<file path="config.mk">
export PLATFORM = sky130hd
export DESIGN_NAME = touch_colour_grid
export DESIGN_NICKNAME = d
export VERILOG_FILES = /design/src/rtl/tcg_pkg.sv /design/src/rtl/tcg_region_decode.sv /design/src/rtl/touch_colour_grid.sv
export SDC_FILE = /design/constraint.sdc
export NUM_CORES = 1
export LEC_CHECK = 0
export CORE_MARGIN = 4
export CORE_UTILIZATION = 49
export CTS_CLUSTER_SIZE = 12
export DETAILED_ROUTE_END_ITERATION = 8
export PLACE_DENSITY = 0.91
export SKIP_CTS_REPAIR_TIMING = 1
export SYNTH_ARGS = -nofsm -noshare
export SYNTH_HDL_FRONTEND = slang
export SYNTH_SLANG_ARGS = --single-unit
export TNS_END_PERCENT = 30
</file>
<file path="constraint.sdc">
create_clock -name Clock -period 7.05 [get_ports Clock]
set_input_delay 1.7625 -clock Clock [delete_from_list [all_inputs] [get_ports Clock]]
set_output_delay 1.7625 -clock Clock [all_outputs]
set_load 0.005 [all_outputs]
</file>
<file path="src/rtl/tcg_pkg.sv">
// Shared types and constants for the touch colour grid: colour code layout
// and touch-panel coordinate width.
package tcg_pkg;

  typedef logic [2:0] colour_t;

  localparam int RED_BIT   = 0;
  localparam int BLUE_BIT  = 1;
  localparam int GREEN_BIT = 2;
  localparam int TP_W      = 12;

  // Power-on / cleared pattern: region i shows colour i mod 8.
  function automatic colour_t defaultColour(input int idx);
    return colour_t'(idx % 8);
  endfunction

endpackage

</file>
<file path="src/rtl/tcg_region_decode.sv">
// Maps a pixel coordinate onto a region index along one axis using a chain of
// threshold comparators; coordinates past the last threshold clamp to N-1.
module tcg_region_decode
  import tcg_pkg::*;
#(
  parameter int N     = 4,
  parameter int SIZE  = 200,
  parameter int IDX_W = (N > 1) ? $clog2(N) : 1
) (
  input  logic [9:0]       i_coord,
  output logic [IDX_W-1:0] o_idx
);

  always_comb begin
    o_idx = '0;
    for (int c = 1; c < N; c++) begin
      if (32'(i_coord) >= c * SIZE) begin
        o_idx = IDX_W'(c);
      end
    end
  end

endmodule

</file>
<file path="src/rtl/touch_colour_grid.sv">
// Splits the LCD into a COLS x ROWS grid of colour regions; each accepted touch
// recolours the touched region through a two-stage update pipeline.
module touch_colour_grid
  import tcg_pkg::*;
#(
  parameter int COLS     = 4,
  parameter int ROWS     = 2,
  parameter int SCREEN_W = 800,
  parameter int SCREEN_H = 480,
  localparam int NR      = COLS * ROWS,
  localparam int NR_W    = (NR > 1) ? $clog2(NR) : 1
) (
  input  logic            Clock,
  input  logic            Resetn,
  input  logic [9:0]      Pixel_X,
  input  logic [9:0]      Pixel_Y,
  input  logic            Touch_En,
  input  logic            Coord_En,
  input  logic [11:0]     TP_X,
  input  logic [11:0]     TP_Y,
  input  logic            Mode,
  input  logic [2:0]      Colour_In,
  input  logic            Clear,
  output logic [7:0]      Red,
  output logic [7:0]      Green,
  output logic [7:0]      Blue,
  output logic [NR_W-1:0] Region_Sel,
  output logic [2:0]      Region_Colour,
  output logic            Update_Pulse
);

  localparam int COL_W = (COLS > 1) ? $clog2(COLS) : 1;
  localparam int ROW_W = (ROWS > 1) ? $clog2(ROWS) : 1;
  localparam int RW    = SCREEN_W / COLS;
  localparam int RH    = SCREEN_H / ROWS;

  colour_t         r_colour [NR];
  logic [7:0]      r_red, r_green, r_blue;
  logic            r_armed;
  logic            r_s1Valid;
  logic [NR_W-1:0] r_s1Idx;
  logic            r_s1Mode;
  colour_t         r_s1ColourIn;
  logic            r_updatePulse;
  logic [NR_W-1:0] r_regionSel;
  colour_t         r_regionColour;

  logic [COL_W-1:0]  w_pixCol, w_touchCol;
  logic [ROW_W-1:0]  w_pixRow, w_touchRow;
  logic [NR_W-1:0]   w_pixIdx, w_touchIdx;
  logic [TP_W+3:0]   w_tpXScaled, w_tpYScaled;
  colour_t           w_pixColour, w_oldColour, w_newColour;
  logic              w_accept;

  tcg_region_decode #(.N(COLS), .SIZE(RW), .IDX_W(COL_W)) u_colDecode (
    .i_coord (Pixel_X),
    .o_idx   (w_pixCol)
  );

  tcg_region_decode #(.N(ROWS), .SIZE(RH), .IDX_W(ROW_W)) u_rowDecode (
    .i_coord (Pixel_Y),
    .o_idx   (w_pixRow)
  );

  assign w_pixIdx    = NR_W'(32'(w_pixRow) * COLS + 32'(w_pixCol));
  assign w_pixColour = r_colour[w_pixIdx];

  // Scaling the 12-bit panel coordinate by the grid size keeps the result in range.
  assign w_tpXScaled = (TP_W + 4)'(TP_X) * (TP_W + 4)'(COLS);
  assign w_tpYScaled = (TP_W + 4)'(TP_Y) * (TP_W + 4)'(ROWS);
  assign w_touchCol  = COL_W'(w_tpXScaled >> TP_W);
  assign w_touchRow  = ROW_W'(w_tpYScaled >> TP_W);
  assign w_touchIdx  = NR_W'(32'(w_touchRow) * COLS + 32'(w_touchCol));

  assign w_accept    = Coord_En & Touch_En & r_armed;
  assign w_oldColour = r_colour[r_s1Idx];
  assign w_newColour = r_s1Mode ? r_s1ColourIn : colour_t'(w_oldColour + 3'd1);

  always_ff @(posedge Clock or negedge Resetn) begin
    if (!Resetn) begin
      r_red   <= 8'h00;
      r_green <= 8'h00;
      r_blue  <= 8'h00;
    end else begin
      r_red   <= {8{w_pixColour[RED_BIT]}};
      r_green <= {8{w_pixColour[GREEN_BIT]}};
      r_blue  <= {8{w_pixColour[BLUE_BIT]}};
    end
  end

  // Stage 1: arm/disarm per press and capture the touched region and mode.
  always_ff @(posedge Clock or negedge Resetn) begin
    if (!Resetn) begin
      r_armed      <= 1'b1;
      r_s1Valid    <= 1'b0;
      r_s1Idx      <= '0;
      r_s1Mode     <= 1'b0;
      r_s1ColourIn <= '0;
    end else begin
      if (!Touch_En) begin
        r_armed <= 1'b1;
      end else if (w_accept) begin
        r_armed <= 1'b0;
      end
      r_s1Valid <= w_accept & ~(Clear & r_s1Valid);
      if (w_accept) begin
        r_s1Idx      <= w_touchIdx;
        r_s1Mode     <= Mode;
        r_s1ColourIn <= Colour_In;
      end
    end
  end

  // Stage 2: commit the colour; Clear overrides any write in flight.
  always_ff @(posedge Clock or negedge Resetn) begin
    if (!Resetn) begin
      for (int i = 0; i < NR; i++) begin
        r_colour[i] <= defaultColour(i);
      end
      r_updatePulse  <= 1'b0;
      r_regionSel    <= '0;
      r_regionColour <= '0;
    end else begin
      r_updatePulse <= 1'b0;
      if (Clear) begin
        for (int i = 0; i < NR; i++) begin
          r_colour[i] <= defaultColour(i);
        end
      end else if (r_s1Valid) begin
        r_colour[r_s1Idx] <= w_newColour;
        r_updatePulse     <= 1'b1;
        r_regionSel       <= r_s1Idx;
        r_regionColour    <= w_newColour;
      end
    end
  end

  assign Red           = r_red;
  assign Green         = r_green;
  assign Blue          = r_blue;
  assign Region_Sel    = r_regionSel;
  assign Region_Colour = r_regionColour;
  assign Update_Pulse  = r_updatePulse;

endmodule

</file>
==> metrics.yaml <==
grt_util_met2_pct: 32.3
cts.sinks: 43
fin_tns_setup_ps: 0
firstDrtPassIters: 4
grtUsageTotal_pct: 18.6
skew_ps: 11.0
clock_path_buffers: 2
nNetsFinal: 337
postRouteAntennaNets: 0
antenna_found_initial: 0
critPathKind: "primary input to register"
synth-async-reset-ratio_pct: 100
finalHoldViolCount: 0
routabilityCongestion: 0.853
worstSkewPairLatency_ps: 300
mostFrequentLayoutCell: "clkdlybuf4s50_1"
cts_tree: "built"
final_core_util_pct: 61.9
cts-buffers-inserted: 5
max_freq_mhz: 271
synth.net_count: 307
initial_core_util_pct: 51.2
drtIter0Drc: 153
via_per_inst: 5.76
syn_area_um2: 2450
hp-class: "register to register"
fin_crit_sh_pct: 52.4
grt_max_degree: 44
synth_edf_count: 0
vias: 2022
die_area_um2: 6200
dp_hpwl_um: 4020
overflow: 0
h-tree-depth: 2
synth_cells: 253
cap_viol_max_count: 0
grt_pass1_wl_um: 9270
vdd.ir_drop.worst_mv: 0.151
r2r_cells: 9
grt_pass1_vias: 1903
ys_warn_count: 0
ys_seq_area_share_pct: 44.5
hold_end: "r_armed"
core_um2: 4790
hp-start: "r_armed"
grt_use_met3_pct: 3.40
synthFlopType: "dfrtp_1"
r2r-start: "r_s1Idx[2]"
rsz0062_at_grt: "false"
rr_endpoint: "r_colour[4]"
antennaDiodeCount: 0
slew_headroom_pct: 33.8
use_met1_pct: 23.7
worst_pin_slew_ps: 990
final_cell_mix: "clkdlybuf4s50_1, dfrtp_1, nor2_1, nand2_1, mux2_2"
area_growth_pct: 20.8
drc: 0
routed_wirelength_um: 5600
ff2ff_setup_slack_ps: 3880
period_needed_ps: 3700
io_pins: 84
die_h_um: 78.7
crit_fanout: 7
slew_viol_final: 0
port_buffers: 55
setup_violations: 0
run_status: "finished clean"
power_density_nw_per_um2: 230
clkTransAtPathRegs_ps: 80
wl_per_cell_um: 15.9
num_rows: 25
p_leak_nw: 1.21
busiest_layer: "met2"
layout-drive-gt1-share_pct: 14.4
syn_area_per_cell_um2: 9.69
required_ps: 7250
arrival_ps: 3900
ys_seq_elements: 43
synth.distinct_cells: 44
die_x_um: 78.7
hold_depth: 2
critPathCaptureType: "register"
root_buffer: "clkbuf_8"
cp-start-kind: "primary input"
[cells by family after synthesis]
logic type / synth area share (%)
fa+ha+maj: 0.510
simple gates: 15.8
xor+xnor: 0.357
mux: 11.4
compound gates: 18.1
buf+inv: 9.34
flops: 44.5
[per-stage QoR]
step	area (µm²)	hold slack (ps)	setup slack, ps	cells	total power [mW]
2_1_floorplan	2450	448	3840	253	0.443
3_3_place_gp	2880	455	3170	343	0.521
3_5_place_dp	2880	469	3090	343	0.530
4_1_cts	2960	483	3400	351	0.684
5_1_grt	2960	516	3190	351	0.719
6_report	2960	482	3350	351	0.682
[critical path, cell delays in order]
cell             delay (ps)
clkdlybuf4s50_1         440
o311a_1                 420
or2_2                   340
a22oi_1                 510
o21ai_0                 190
o22ai_1                 230
[where the power goes]
part | switching, mW | internal (mW) | total (mW)
sequential | 0.0419 | 0.275 | 0.317
combinational | 0.0949 | 0.115 | 0.210
clock | 0.0845 | 0.0699 | 0.154
total | 0.221 | 0.460 | 0.682
[worst max path at each step]
| stage | from | end | depth (start not counted) |
|---|---|---|---|
| floorplan | Pixel_X[5] | Blue[0] | 5 |
| global placement | Pixel_X[5] | Green[0] | 6 |
| detailed placement | Pixel_X[5] | Green[0] | 6 |
| CTS | Pixel_X[5] | Green[0] | 6 |
| global route | Pixel_X[5] | Green[0] | 6 |
| finish | Pixel_X[5] | Green[0] | 6 |
[Yosys cell counts (5+ instances only)]
library cell,count,share of area [%]
buf_4,21,6.4
a211oi_1,10,3.1
mux2i_1,10,4.1
dfstp_2,13,14
nand2_1,21,3.2
nor3_1,13,2.7
a21oi_1,11,2.2
mux2_2,14,6.4
dfrtp_1,30,31
clkbuf_1,10,1.5
nand2b_1,5,1.3
inv_1,6,0.92
nor2_1,25,3.8
o21ai_0,12,2.4
[registers in the layout, summed over array words and instances (netlist names)]
signal	count
r_colour	24
Update_Pulse	1
Green	1
Region_Colour	3
r_s1Idx	3
r_s1Valid	1
Blue	1
r_s1Mode	1
Region_Sel	3
Red	1
r_s1ColourIn	3
r_armed	1
[layer usage]
metal | vias up | share of wire (%)
li1 | 959 | -
met1 | 968 | 39
met2 | 86 | 51
met3 | 9 | 8.3
met4 | 0 | 1.1
met5 | - | 0
[area by class of cell]
cell class | count | area (µm²)
Multi-Input combinational cell | 172 | 1130
Clock inverter | 2 | 13.8
Inverter | 6 | 22.5
Sequential cell | 43 | 1090
Clock buffer | 6 | 72.6
Timing Repair Buffer | 55 | 546
Tap cell | 67 | 83.8
Fill cell | 396 | 1820
No activity file was read; power rests on OpenSTA's default activity.
